<file path="src/rtl/apb_master_engine_pkg.sv">
// Shared types and defaults for the APB master engine.
//   ADDR_WIDTH_DEF/DATA_WIDTH_DEF/NBYTES_DEF : default bus widths
//   apb_cmd_t / apb_rsp_t                    : command and response records
//   apb_mst_state_e                          : transfer FSM states
//   sat_inc8                                 : saturating 8-bit increment
package apb_master_engine_pkg;

    localparam int unsigned ADDR_WIDTH_DEF = 32;
    localparam int unsigned DATA_WIDTH_DEF = 32;
    localparam int unsigned NBYTES_DEF     = DATA_WIDTH_DEF / 8;

    typedef struct packed {
        logic                      write;
        logic [ADDR_WIDTH_DEF-1:0] addr;
        logic [DATA_WIDTH_DEF-1:0] wdata;
        logic [NBYTES_DEF-1:0]     strb;
    } apb_cmd_t;

    typedef struct packed {
        logic [DATA_WIDTH_DEF-1:0] rdata;
        logic                      slverr;
        logic                      timeout;
    } apb_rsp_t;

    typedef enum logic [1:0] {
        IDLE   = 2'd0,
        SETUP  = 2'd1,
        ACCESS = 2'd2
    } apb_mst_state_e;

    function automatic logic [7:0] sat_inc8(input logic [7:0] v);
        return (v == 8'hFF) ? v : v + 8'd1;
    endfunction

endpackage

</file>
<file path="src/rtl/apb_master_engine_if.sv">
// Bundle of the engine's command/response handshakes and APB bus signals.
//   master modport : engine side (drives cmd_ready, rsp_*, busy, err_count, APB requests)
//   slave  modport : environment side (drives commands, rsp_ready, APB completions)
interface apb_master_engine_if
    import apb_master_engine_pkg::*;
#(
    parameter int unsigned ADDR_WIDTH = ADDR_WIDTH_DEF,
    parameter int unsigned DATA_WIDTH = DATA_WIDTH_DEF,
    parameter int unsigned NBYTES     = DATA_WIDTH / 8
);

    logic                  cmd_valid;
    logic                  cmd_ready;
    logic                  cmd_write;
    logic [ADDR_WIDTH-1:0] cmd_addr;
    logic [DATA_WIDTH-1:0] cmd_wdata;
    logic [NBYTES-1:0]     cmd_strb;

    logic                  rsp_valid;
    logic                  rsp_ready;
    logic [DATA_WIDTH-1:0] rsp_rdata;
    logic                  rsp_slverr;
    logic                  rsp_timeout;

    logic                  busy;
    logic [7:0]            err_count;

    logic                  PSELx;
    logic                  PENABLE;
    logic                  PWRITE;
    logic [ADDR_WIDTH-1:0] PADDR;
    logic [DATA_WIDTH-1:0] PWDATA;
    logic [NBYTES-1:0]     PSTRB;
    logic [DATA_WIDTH-1:0] PRDATA;
    logic                  PREADY;
    logic                  PSLVERR;

    modport master (
        input  cmd_valid, cmd_write, cmd_addr, cmd_wdata, cmd_strb,
        input  rsp_ready, PRDATA, PREADY, PSLVERR,
        output cmd_ready, rsp_valid, rsp_rdata, rsp_slverr, rsp_timeout,
        output busy, err_count,
        output PSELx, PENABLE, PWRITE, PADDR, PWDATA, PSTRB
    );

    modport slave (
        output cmd_valid, cmd_write, cmd_addr, cmd_wdata, cmd_strb,
        output rsp_ready, PRDATA, PREADY, PSLVERR,
        input  cmd_ready, rsp_valid, rsp_rdata, rsp_slverr, rsp_timeout,
        input  busy, err_count,
        input  PSELx, PENABLE, PWRITE, PADDR, PWDATA, PSTRB
    );

endinterface

</file>
<file path="src/rtl/apb_sync_fifo.sv">
// First-word fall-through synchronous FIFO.
//   clk_i/rst_i        : clock, asynchronous active-high reset
//   push_i/wdata_i     : write request (ignored when full, even with a pop)
//   pop_i/rdata_o      : read request (ignored when empty); rdata_o shows the head
//   full_o/empty_o     : occupancy flags
//   count_o            : number of stored entries
module apb_sync_fifo #(
    parameter int unsigned WIDTH = 8,
    parameter int unsigned DEPTH = 4
) (
    input  logic                     clk_i,
    input  logic                     rst_i,
    input  logic                     push_i,
    input  logic [WIDTH-1:0]         wdata_i,
    input  logic                     pop_i,
    output logic [WIDTH-1:0]         rdata_o,
    output logic                     full_o,
    output logic                     empty_o,
    output logic [$clog2(DEPTH):0]   count_o
);

    localparam int unsigned PTR_W = $clog2(DEPTH);
    localparam int unsigned CNT_W = PTR_W + 1;

    logic [WIDTH-1:0] mem_q [DEPTH];
    logic [PTR_W-1:0] wr_ptr_q;
    logic [PTR_W-1:0] rd_ptr_q;
    logic [CNT_W-1:0] count_q;
    logic             do_push;
    logic             do_pop;

    assign full_o  = (count_q == CNT_W'(DEPTH));
    assign empty_o = (count_q == '0);
    assign do_push = push_i && !full_o;
    assign do_pop  = pop_i && !empty_o;
    assign rdata_o = mem_q[rd_ptr_q];
    assign count_o = count_q;

    always_ff @(posedge clk_i or posedge rst_i) begin
        if (rst_i) begin
            wr_ptr_q <= '0;
            rd_ptr_q <= '0;
            count_q  <= '0;
        end else begin
            if (do_push) wr_ptr_q <= wr_ptr_q + PTR_W'(1);
            if (do_pop)  rd_ptr_q <= rd_ptr_q + PTR_W'(1);
            if (do_push && !do_pop)      count_q <= count_q + CNT_W'(1);
            else if (!do_push && do_pop) count_q <= count_q - CNT_W'(1);
        end
    end

    always_ff @(posedge clk_i) begin
        if (do_push) mem_q[wr_ptr_q] <= wdata_i;
    end

endmodule

</file>
<file path="src/rtl/apb_master_engine.sv">
// Queued APB master: commands are buffered, issued as APB transfers with
// wait-state timeout, and each completion is buffered as a response.
//   PCLK/PRESET : clock, asynchronous active-high reset
//   bus         : command/response handshakes, status and APB signals (master modport)
module apb_master_engine
    import apb_master_engine_pkg::*;
#(
    parameter int unsigned ADDR_WIDTH     = ADDR_WIDTH_DEF,
    parameter int unsigned DATA_WIDTH     = DATA_WIDTH_DEF,
    parameter int unsigned NBYTES         = DATA_WIDTH / 8,
    parameter int unsigned CMD_DEPTH      = 4,
    parameter int unsigned RSP_DEPTH      = 4,
    parameter int unsigned TIMEOUT_CYCLES = 16
) (
    input  logic                PCLK,
    input  logic                PRESET,
    apb_master_engine_if.master bus
);

    typedef struct packed {
        logic                  write;
        logic [ADDR_WIDTH-1:0] addr;
        logic [DATA_WIDTH-1:0] wdata;
        logic [NBYTES-1:0]     strb;
    } cmd_t;

    typedef struct packed {
        logic [DATA_WIDTH-1:0] rdata;
        logic                  slverr;
        logic                  timeout;
    } rsp_t;

    localparam int unsigned CMD_W      = $bits(cmd_t);
    localparam int unsigned RSP_W      = $bits(rsp_t);
    localparam int unsigned CMD_CNT_W  = $clog2(CMD_DEPTH) + 1;
    localparam int unsigned RSP_CNT_W  = $clog2(RSP_DEPTH) + 1;
    localparam int unsigned WAIT_W     = $clog2(TIMEOUT_CYCLES + 1);

    cmd_t                  cmd_in, cmd_head;
    logic                  cmd_pop, cmd_full, cmd_empty;
    logic [CMD_CNT_W-1:0]  cmd_count;
    rsp_t                  rsp_in, rsp_head;
    logic                  rsp_push, rsp_pop, rsp_full, rsp_empty, rsp_room_after;
    logic [RSP_CNT_W-1:0]  rsp_count;

    apb_mst_state_e        state_q, state_d;
    logic                  psel_q, psel_d, penable_q, penable_d, pwrite_q, pwrite_d;
    logic [ADDR_WIDTH-1:0] paddr_q, paddr_d;
    logic [DATA_WIDTH-1:0] pwdata_q, pwdata_d, ld_pwdata;
    logic [NBYTES-1:0]     pstrb_q, pstrb_d, ld_pstrb;
    logic [WAIT_W-1:0]     wait_q, wait_d;
    logic [7:0]            err_q, err_d;

    assign cmd_in = {bus.cmd_write, bus.cmd_addr, bus.cmd_wdata, bus.cmd_strb};

    apb_sync_fifo #(.WIDTH(CMD_W), .DEPTH(CMD_DEPTH)) u_cmd_fifo (
        .clk_i   (PCLK),
        .rst_i   (PRESET),
        .push_i  (bus.cmd_valid),
        .wdata_i (cmd_in),
        .pop_i   (cmd_pop),
        .rdata_o (cmd_head),
        .full_o  (cmd_full),
        .empty_o (cmd_empty),
        .count_o (cmd_count)
    );

    apb_sync_fifo #(.WIDTH(RSP_W), .DEPTH(RSP_DEPTH)) u_rsp_fifo (
        .clk_i   (PCLK),
        .rst_i   (PRESET),
        .push_i  (rsp_push),
        .wdata_i (rsp_in),
        .pop_i   (bus.rsp_ready),
        .rdata_o (rsp_head),
        .full_o  (rsp_full),
        .empty_o (rsp_empty),
        .count_o (rsp_count)
    );

    assign rsp_pop = bus.rsp_ready && !rsp_empty;
    // Room for the next transfer's response once this cycle's push (and any pop) lands.
    assign rsp_room_after = (rsp_count < RSP_CNT_W'(RSP_DEPTH - 1)) || rsp_pop;

    // Reads drive zero data and strobes regardless of what was queued.
    assign ld_pwdata = cmd_head.write ? cmd_head.wdata : '0;
    assign ld_pstrb  = cmd_head.write ? cmd_head.strb  : '0;

    always_comb begin
        state_d   = state_q;
        psel_d    = psel_q;
        penable_d = penable_q;
        pwrite_d  = pwrite_q;
        paddr_d   = paddr_q;
        pwdata_d  = pwdata_q;
        pstrb_d   = pstrb_q;
        wait_d    = wait_q;
        cmd_pop   = 1'b0;
        rsp_push  = 1'b0;
        rsp_in    = '0;

        unique case (state_q)
            IDLE: begin
                psel_d    = 1'b0;
                penable_d = 1'b0;
                if (!cmd_empty && !rsp_full) begin
                    cmd_pop  = 1'b1;
                    psel_d   = 1'b1;
                    pwrite_d = cmd_head.write;
                    paddr_d  = cmd_head.addr;
                    pwdata_d = ld_pwdata;
                    pstrb_d  = ld_pstrb;
                    state_d  = SETUP;
                end
            end
            SETUP: begin
                penable_d = 1'b1;
                wait_d    = '0;
                state_d   = ACCESS;
            end
            ACCESS: begin
                if (bus.PREADY) begin
                    rsp_push      = 1'b1;
                    rsp_in.rdata  = pwrite_q ? '0 : bus.PRDATA;
                    rsp_in.slverr = bus.PSLVERR;
                    penable_d     = 1'b0;
                    if (!cmd_empty && rsp_room_after) begin
                        cmd_pop  = 1'b1;
                        pwrite_d = cmd_head.write;
                        paddr_d  = cmd_head.addr;
                        pwdata_d = ld_pwdata;
                        pstrb_d  = ld_pstrb;
                        state_d  = SETUP;
                    end else begin
                        psel_d  = 1'b0;
                        state_d = IDLE;
                    end
                end else if (wait_q == WAIT_W'(TIMEOUT_CYCLES - 1)) begin
                    // This is the TIMEOUT_CYCLES-th ACCESS cycle with PREADY low.
                    rsp_push       = 1'b1;
                    rsp_in.slverr  = 1'b1;
                    rsp_in.timeout = 1'b1;
                    psel_d         = 1'b0;
                    penable_d      = 1'b0;
                    state_d        = IDLE;
                end else begin
                    wait_d = wait_q + WAIT_W'(1);
                end
            end
            default: state_d = IDLE;
        endcase

        err_d = (rsp_push && rsp_in.slverr) ? sat_inc8(err_q) : err_q;
    end

    always_ff @(posedge PCLK or posedge PRESET) begin
        if (PRESET) begin
            state_q   <= IDLE;
            psel_q    <= 1'b0;
            penable_q <= 1'b0;
            pwrite_q  <= 1'b0;
            paddr_q   <= '0;
            pwdata_q  <= '0;
            pstrb_q   <= '0;
            wait_q    <= '0;
            err_q     <= '0;
        end else begin
            state_q   <= state_d;
            psel_q    <= psel_d;
            penable_q <= penable_d;
            pwrite_q  <= pwrite_d;
            paddr_q   <= paddr_d;
            pwdata_q  <= pwdata_d;
            pstrb_q   <= pstrb_d;
            wait_q    <= wait_d;
            err_q     <= err_d;
        end
    end

    assign bus.cmd_ready   = !cmd_full;
    assign bus.rsp_valid   = !rsp_empty;
    assign bus.rsp_rdata   = rsp_head.rdata;
    assign bus.rsp_slverr  = rsp_head.slverr;
    assign bus.rsp_timeout = rsp_head.timeout;
    assign bus.busy        = (state_q != IDLE) || (cmd_count != '0);
    assign bus.err_count   = err_q;
    assign bus.PSELx       = psel_q;
    assign bus.PENABLE     = penable_q;
    assign bus.PWRITE      = pwrite_q;
    assign bus.PADDR       = paddr_q;
    assign bus.PWDATA      = pwdata_q;
    assign bus.PSTRB       = pstrb_q;

endmodule

</file>
<file path="src/flat_wrapper.sv">
// flat-port wrapper written by rule: the top's interface ports become plain ports
module apb_master_engine_flat import apb_master_engine_pkg::*;
#(
    parameter int unsigned ADDR_WIDTH     = ADDR_WIDTH_DEF,
    parameter int unsigned DATA_WIDTH     = DATA_WIDTH_DEF,
    parameter int unsigned NBYTES         = DATA_WIDTH / 8,
    parameter int unsigned CMD_DEPTH      = 4,
    parameter int unsigned RSP_DEPTH      = 4,
    parameter int unsigned TIMEOUT_CYCLES = 16
)
  (PCLK, PRESET, bus_cmd_valid, bus_cmd_write, bus_cmd_addr, bus_cmd_wdata, bus_cmd_strb, bus_rsp_ready, bus_PRDATA, bus_PREADY, bus_PSLVERR, bus_cmd_ready, bus_rsp_valid, bus_rsp_rdata, bus_rsp_slverr, bus_rsp_timeout, bus_busy, bus_err_count, bus_PSELx, bus_PENABLE, bus_PWRITE, bus_PADDR, bus_PWDATA, bus_PSTRB);
  apb_master_engine_if #(.ADDR_WIDTH(ADDR_WIDTH), .DATA_WIDTH(DATA_WIDTH), .NBYTES(NBYTES)) bus_i ();
  input  logic PCLK;
  input  logic PRESET;
  input wire logic [$bits(bus_i.cmd_valid)-1:0] bus_cmd_valid;
  input wire logic [$bits(bus_i.cmd_write)-1:0] bus_cmd_write;
  input wire logic [$bits(bus_i.cmd_addr)-1:0] bus_cmd_addr;
  input wire logic [$bits(bus_i.cmd_wdata)-1:0] bus_cmd_wdata;
  input wire logic [$bits(bus_i.cmd_strb)-1:0] bus_cmd_strb;
  input wire logic [$bits(bus_i.rsp_ready)-1:0] bus_rsp_ready;
  input wire logic [$bits(bus_i.PRDATA)-1:0] bus_PRDATA;
  input wire logic [$bits(bus_i.PREADY)-1:0] bus_PREADY;
  input wire logic [$bits(bus_i.PSLVERR)-1:0] bus_PSLVERR;
  output wire logic [$bits(bus_i.cmd_ready)-1:0] bus_cmd_ready;
  output wire logic [$bits(bus_i.rsp_valid)-1:0] bus_rsp_valid;
  output wire logic [$bits(bus_i.rsp_rdata)-1:0] bus_rsp_rdata;
  output wire logic [$bits(bus_i.rsp_slverr)-1:0] bus_rsp_slverr;
  output wire logic [$bits(bus_i.rsp_timeout)-1:0] bus_rsp_timeout;
  output wire logic [$bits(bus_i.busy)-1:0] bus_busy;
  output wire logic [$bits(bus_i.err_count)-1:0] bus_err_count;
  output wire logic [$bits(bus_i.PSELx)-1:0] bus_PSELx;
  output wire logic [$bits(bus_i.PENABLE)-1:0] bus_PENABLE;
  output wire logic [$bits(bus_i.PWRITE)-1:0] bus_PWRITE;
  output wire logic [$bits(bus_i.PADDR)-1:0] bus_PADDR;
  output wire logic [$bits(bus_i.PWDATA)-1:0] bus_PWDATA;
  output wire logic [$bits(bus_i.PSTRB)-1:0] bus_PSTRB;
  assign bus_i.cmd_valid = bus_cmd_valid;
  assign bus_i.cmd_write = bus_cmd_write;
  assign bus_i.cmd_addr = bus_cmd_addr;
  assign bus_i.cmd_wdata = bus_cmd_wdata;
  assign bus_i.cmd_strb = bus_cmd_strb;
  assign bus_i.rsp_ready = bus_rsp_ready;
  assign bus_i.PRDATA = bus_PRDATA;
  assign bus_i.PREADY = bus_PREADY;
  assign bus_i.PSLVERR = bus_PSLVERR;
  assign bus_cmd_ready = bus_i.cmd_ready;
  assign bus_rsp_valid = bus_i.rsp_valid;
  assign bus_rsp_rdata = bus_i.rsp_rdata;
  assign bus_rsp_slverr = bus_i.rsp_slverr;
  assign bus_rsp_timeout = bus_i.rsp_timeout;
  assign bus_busy = bus_i.busy;
  assign bus_err_count = bus_i.err_count;
  assign bus_PSELx = bus_i.PSELx;
  assign bus_PENABLE = bus_i.PENABLE;
  assign bus_PWRITE = bus_i.PWRITE;
  assign bus_PADDR = bus_i.PADDR;
  assign bus_PWDATA = bus_i.PWDATA;
  assign bus_PSTRB = bus_i.PSTRB;
  apb_master_engine #(.ADDR_WIDTH(ADDR_WIDTH), .DATA_WIDTH(DATA_WIDTH), .NBYTES(NBYTES), .CMD_DEPTH(CMD_DEPTH), .RSP_DEPTH(RSP_DEPTH), .TIMEOUT_CYCLES(TIMEOUT_CYCLES)) u_core (.PCLK(PCLK), .PRESET(PRESET), .bus(bus_i));
endmodule
</file>
<file path="config.mk">
export PLATFORM = sky130hd
export DESIGN_NAME = apb_master_engine_flat
export DESIGN_NICKNAME = d
export VERILOG_FILES = /design/src/rtl/apb_master_engine_pkg.sv /design/src/rtl/apb_master_engine_if.sv /design/src/rtl/apb_sync_fifo.sv /design/src/rtl/apb_master_engine.sv /design/src/flat_wrapper.sv
export SDC_FILE = /design/constraint.sdc
export NUM_CORES = 1
export LEC_CHECK = 0
export ABC_AREA = 1
export BUFFER_PORTS_ARGS = -buffer_cell sky130_fd_sc_hd__buf_2
export CAP_MARGIN = 20
export CORE_MARGIN = 4
export CORE_UTILIZATION = 55
export DETAILED_ROUTE_END_ITERATION = 10
export GPL_ROUTABILITY_DRIVEN = 0
export PLACE_DENSITY_LB_ADDON = 0.08
export SETUP_SLACK_MARGIN = 0.5
export SLEW_MARGIN = 20
export SYNTH_ARGS = -nofsm -noshare
export SYNTH_HDL_FRONTEND = slang
export SYNTH_SLANG_ARGS = --single-unit
</file>
<file path="constraint.sdc">
create_clock -name PCLK -period 7.3 [get_ports PCLK]
set_input_delay 0 -clock PCLK [delete_from_list [all_inputs] [get_ports PCLK]]
set_output_delay 0 -clock PCLK [all_outputs]
set_load 0.02 [all_outputs]
</file>
==> metrics.csv, run 1 <==
stage,metric,value,unit
final_layout,syn_to_final_growth,20.2,%
setup_path,crit_type,reg2reg,
yosys,synth-seq-area-share,0.711,
setup_path,crit_arrival,4.17,ns
power,ir_drop,0.245,mV
yosys,synth_xor_area_frac,0.00502,
detailed_routing,drc,0,
detailed_routing,ant_nets,0,
final_layout,drive_above_1_share,0.152,
clocking,cts_tree,yes,
detailed_routing,drt_wl_total,47200,µm
global_routing,antenna_found_initial,5,
placement,place_area,22400,µm²
sta,fin_crit_sh,0.508,
sta,setup_violations,0,
yosys,synth.area.top_cells,"edfxtp_1, dfrtp_1, nand2_1",
yosys,synth_cell_types,28,
power,p_per_area,408,nW/µm²
placement,hpwlAfterDp,26200,µm
die,rows,71,
final_layout,num-fill-cells,2853,
global_routing,grt_pass1_vias,13900,
die,core,37600,µm²
yosys,yosysTopAreaCell,edfxtp_1,
yosys,syn_avg_cell_area,11.1,µm²
final_layout,fin_util,0.669,
yosys,ys_ff_latch,512,
yosys,synth_adder_area_share,0.00969,
global_routing,overflow,0,
clocking,clock-sinks,512,
yosys,synth_nets,2001,
clocking,clock_latency,0.59,ns
setup_path,critPathRequiredTime,7.76,ns
detailed_routing,drt_iter0_drc,893,
yosys,synth_warnings,0,
clocking,cts_setup_buffers,0,
detailed_routing,vias_per_cell,5.10,
setup_path,worstPathCellList,inv_1 > nand2_1 > nor2_2 > nand3_4 > nand2_4 > inv_1 > ha_1 > inv_1 > fa_1 > nor2_1 > a21oi_1,
setup_path,crit_family,simple AND/OR/NAND/NOR gates,
die,die_y,203,µm
yosys,synth-simple-area-share,0.149,
sta,rsz0062_at_grt,false,
final_layout,design_area,25100,µm²
placement,io_buffers,222,
global_routing,grt_pass1_wl,75000,µm
final_layout,final_nets,2306,
sta,fin_setup_tns,0,ns
clocking,cts_made_buffers,51,
clocking,cts-root-buf,clkbuf_16,
run_status,outcome,completed,
yosys,synth_compound_area_frac,0.0560,
setup_path,cp-start-kind,register,
worst_hold_path,hold_path.class,in2reg,
power,p_leak,10.9,nW
run,cap_violations,0,
setup_path,crit_fanout,73,
clocking,clk_pin_slew,0.06,ns
detailed_routing,vias,14000,
clocking,hold_buffers,105,
final_layout,layout_commonest_cell,nand2_1,
setup_path,end_kind,register,
setup_path,critPathSlowestCell,nand2_4,
yosys,synthCells,1879,
die,pin_count,223,
setup_path,critical_path.max_stage_delay,1.04,ns
global_routing,grt_usage,0.229,
yosys,netlist_area,20900,µm²
sta,max_freq,270,MHz
clocking,htree_levels,2,
detailed_routing,wl_per_cell,17.2,µm
sta,hold_viol,0,
yosys,synth_top_family_by_area,simple AND/OR/NAND/NOR gates,
sta,tightest_slew,1.05,ns
sta,period_needed,3.71,ns
final_layout,fin_cells,2742,
clocking,clk_path_buf_depth,3,
die,initial_core_util,0.557,
detailed_routing,dr.pass1.iters,5,
yosys,synthMuxAreaShare,0,
sta,slew_headroom,0.298,
setup_path,worst_path_most_repeated_cell,inv_1,
die,die_area,41200,µm²
yosys,yosysTopAreaCellShare,0.591,
placement,dp.cells,2536,
die,die_w,203,µm
sta,skew,0.0138,ns
final_layout,final_cell_mix,"nand2_1, edfxtp_1, inv_1, buf_2, nor2_1",
setup_path,crit_buf_inv,3,
global_routing,grt_max_degree,98,
clocking,ctsResizeCount,0,
sta,slew_viol_final,0,
-- layer usage --
layer / track usage / wire, µm
met1: 0.311 / 20100
met2: 0.380 / 23000
met3: 0.0455 / 3090
met4: 0.0670 / 978
met5: 0 / 13
-- tightest hold or removal path, stage by stage --
cell,delay (ns)
buf_2,0.08
nand2_1,0.27
xor2_1,0.23
-- Yosys cell counts --
library cell,instances
nor2_1,189
o21ai_0,138
nand3_1,153
nand3b_1,1
edfxtp_1,412
nand2_4,1
clkbuf_1,35
dfrtp_1,100
clkbuf_2,1
fa_1,2
nand3_2,1
ha_1,13
inv_1,259
nor2_2,1
o21ai_1,2
nand3_4,1
nand2_2,1
a21oi_1,8
inv_2,3
nand4_1,3
buf_6,7
buf_2,40
xor2_1,10
buf_4,4
nand2_1,417
o22ai_1,69
xnor2_1,2
buf_1,6
-- state kept, by name, indices dropped and copies added, names as in the netlist, 3 cells and up --
signal                     count
u_core.bus.PSTRB               4
u_core.u_cmd_fifo.count_o      3
u_core.bus.err_count           8
u_core.u_rsp_fifo.mem_q      136
u_core.wait_q                  5
u_core.u_rsp_fifo.count_o      3
u_core.u_cmd_fifo.mem_q      276
u_core.bus.PADDR              32
u_core.bus.PWDATA             32
-- cell type report --
cell class | count | area [µm²] | share of cell area
antenna | 4 | 10.0 | 0.000398
tap | 511 | 639 | 0.0254
sequential | 512 | 14900 | 0.592
timing repair buffer | 345 | 2330 | 0.0927
clock inverter | 21 | 158 | 0.00627
inverter | 262 | 988 | 0.0393
multi-input combinational | 1012 | 4650 | 0.185
clock buffer | 75 | 1490 | 0.0593
-- path summary, 6_finish.rpt --
| check | start | endpoint | slack (ns) | depth (start not counted) |
|---|---|---|---|---|
| worst min register to register | u_core.bus.PSELx | u_core.bus.PSELx | 0.47 | 2 |
| worst max-delay path | u_core.state_q[0] | u_core.u_cmd_fifo.count_o[1] | 3.59 | 11 |
| worst max register to register | u_core.state_q[0] | u_core.u_cmd_fifo.count_o[1] | 3.59 | 11 |
| max in group asynchronous | PRESET | u_core.u_cmd_fifo.rd_ptr_q[0] | 6.00 | 4 |
| min in group asynchronous | PRESET | u_core.bus.err_count[1] | 0.08 | 3 |
| worst min-delay path | bus_cmd_valid | u_core.u_cmd_fifo.wr_ptr_q[0] | 0.04 | 3 |
-- report_power, final --
group	switching [W]	leakage, nW	total, W	internal, W
Clock	0.00109	0.803	0.00256	0.00146
Sequential	0.000303	4.96	0.00414	0.00384
Combinational	0.00252	5.15	0.00358	0.00105
Total	0.00392	10.9	0.0103	0.00635
-- cell families after synthesis --
group / after synthesis
adders and majority gates: 15
buffers and inverters: 355
xor gates and xnor gates: 12
AOI/OAI and AO/OA: 217
and+or+nand+nor: 768
DFF: 512
-- stage by stage --
stage	power (W)	setup slack (ns)	hold slack, ns
2_1_floorplan	0.00668	3.04	0.0989
3_3_place_gp	0.00766	3.54	0.164
3_5_place_dp	0.00776	3.47	0.171
4_1_cts	0.0104	3.46	0.0126
5_1_grt	0.0110	3.19	0.0577
6_report	0.0103	3.59	0.0408
(Power assumes the default switching activity.)
==> run 2, diff against run 1 <==
Settings changed: CORE_UTILIZATION 55 to 53.
Clock period 7.3 ns to 3.2 ns, I/O delays scaled along.
==> metrics.csv, run 2 (synthesis results as in run 1) <==
stage,metric,value,unit
setup_path,critPathSlowestCell,fa_1,
sta,hold_viol,0,
setup_path,critical_path.max_stage_delay,0.44,ns
final_layout,layout_commonest_cell,nand2_1,
setup_path,crit_fanout,5,
sta,tightest_slew,0.974,ns
clocking,clock-sinks,512,
power,p_per_area,931,nW/µm²
final_layout,fin_util,0.650,
final_layout,reg_top3,"u_core.u_cmd_fifo.mem_q (276), u_core.u_rsp_fifo.mem_q (136)",
final_layout,syn_to_final_growth,20.7,%
final_layout,drive_above_1_share,0.157,
worst_hold_path,min_path_cells,3,
final_layout,largest_register,u_core.u_cmd_fifo.mem_q,
placement,place_area,22500,µm²
final_layout,multi_input_area,4650,µm²
final_layout,num-fill-cells,3037,
power,p_leak,11.0,nW
global_routing,overflow,0,
power,ir_drop,0.781,mV
detailed_routing,drc,0,
global_routing,grt_pass1_vias,13900,
detailed_routing,dr.pass1.iters,5,
final_layout,design_area,25300,µm²
setup_path,crit_arrival,2.93,ns
global_routing,antenna_found_initial,3,
sta,fin_crit_sh,0.776,
detailed_routing,vias_per_cell,5.12,
global_routing,grt_max_degree,96,
sta,period_needed,2.48,ns
final_layout,regArea,14900,µm²
worst_hold_path,hold_path.class,in2reg,
final_layout,final_nets,2319,
sta,slew_viol_final,0,
clocking,htree_levels,2,
die,initial_core_util,0.539,
clocking,cts_tree,yes,
placement,io_buffers,222,
clocking,cts_made_buffers,52,
final_layout,final_cell_mix,"nand2_1, edfxtp_1, inv_1, buf_2, nor2_1",
die,die_area,42700,µm²
run,cap_violations,0,
setup_path,cp-start-kind,register,
detailed_routing,wl_per_cell,17.2,µm
die,die_y,207,µm
clocking,clk_pin_slew,0.06,ns
final_layout,largest_reg_flops,276,
sta,rsz0062_at_grt,false,
global_routing,grt_pass1_wl,73600,µm
detailed_routing,ant_nets,0,
sta,setup_violations,0,
clocking,clock_latency,0.59,ns
setup_path,reg2regPathDepth,14,
setup_path,worstPathCellList,ha_1 > nand2_1 > nor2_1 > ha_1 > nor2_1 > nor2_2 > nand2_2 > inv_2 > ha_1 > inv_1 > fa_1 > a21oi_1 > o21ai_0 > xor2_1,
run_status,outcome,completed,
sta,slew_headroom,0.350,
sta,skew,0.0213,ns
die,die_w,207,µm
die,pin_count,223,
placement,hpwlAfterDp,25800,µm
sta,fin_setup_tns,0,ns
power,finalPower,0.0235,W
setup_path,worst_path_most_repeated_cell,ha_1,
setup_path,end_kind,register,
detailed_routing,drt_wl_total,47400,µm
setup_path,critPathRequiredTime,3.65,ns
setup_path,crit_type,reg2reg,
sta,max_freq,403,MHz
die,core,38800,µm²
detailed_routing,vias,14100,
detailed_routing,drt_iter0_drc,975,
clocking,cts-root-buf,clkbuf_16,
global_routing,grt_usage,0.219,
clocking,clk_path_buf_depth,3,
die,rows,72,
==> run 2: report_power, final <==
group / switching (W) / internal, W
sequential: 0.000638 / 0.00874
combinational: 0.00587 / 0.00250
clock: 0.00245 / 0.00330
total: 0.00896 / 0.0145
==> run 2: path summary, 6_finish.rpt <==
check | start | slack [ns] | end
max | u_core.wait_q[0] | 0.72 | u_core.u_rsp_fifo.count_o[2]
min | bus_cmd_valid | 0.06 | u_core.u_cmd_fifo.wr_ptr_q[0]
max reg2reg | u_core.wait_q[0] | 0.72 | u_core.u_rsp_fifo.count_o[2]
min reg2reg | u_core.bus.PWDATA[23] | 0.50 | u_core.bus.PWDATA[23]
max in group asynchronous | PRESET | 2.14 | u_core.bus.PWDATA[2]
min in group asynchronous | PRESET | 0.16 | u_core.bus.err_count[1]
==> run 2: per-layer routing <==
metal  wire [µm]  track usage  part of all wire
met2       23300        0.379              0.49
met3        2720       0.0400             0.057
met4         855       0.0644             0.018
met1       20500        0.287              0.43
met5          13            0           0.00027
==> run 2: area by class of cell <==
type,count,area share
Clock inverter,20,0.00555
Multi-Input combinational cell,1012,0.184
Inverter,262,0.0391
Sequential cell,512,0.589
Timing Repair Buffer,357,0.0970
Antenna cell,2,0.000198
Tap cell,518,0.0257
Clock buffer,77,0.0589
==> run 2: worst max-delay path, delay by kind of cell (launching register included) <==
family,cells,cell delay [ns]
adder cells (fa/ha/maj),4,0.92
buffers and inverters,2,0.16
AO/OA/AOI/OAI,2,0.27
XOR/XNOR,1,0.16
AND/OR/NAND/NOR,5,0.48
flip-flops,1,0.36
==> run 2: stage by stage <==
step           std cells  hold WS (ns)  setup slack [ns]
2_1_floorplan       1879        0.0989            0.0513
4_1_cts             2755        0.0370             0.535
3_3_place_gp        2553         0.211             0.591
6_report            2760        0.0590             0.717
5_1_grt             2760         0.110             0.510
3_5_place_dp        2553         0.215             0.552
==> run 2: what timing repair did <==
item                                    CTS  global route
gates resized for setup                   0             3
hold buffers                            105             0
endpoints found under the setup margin    0             1
setup buffers                             0             3
hold endpoints to repair                494             0
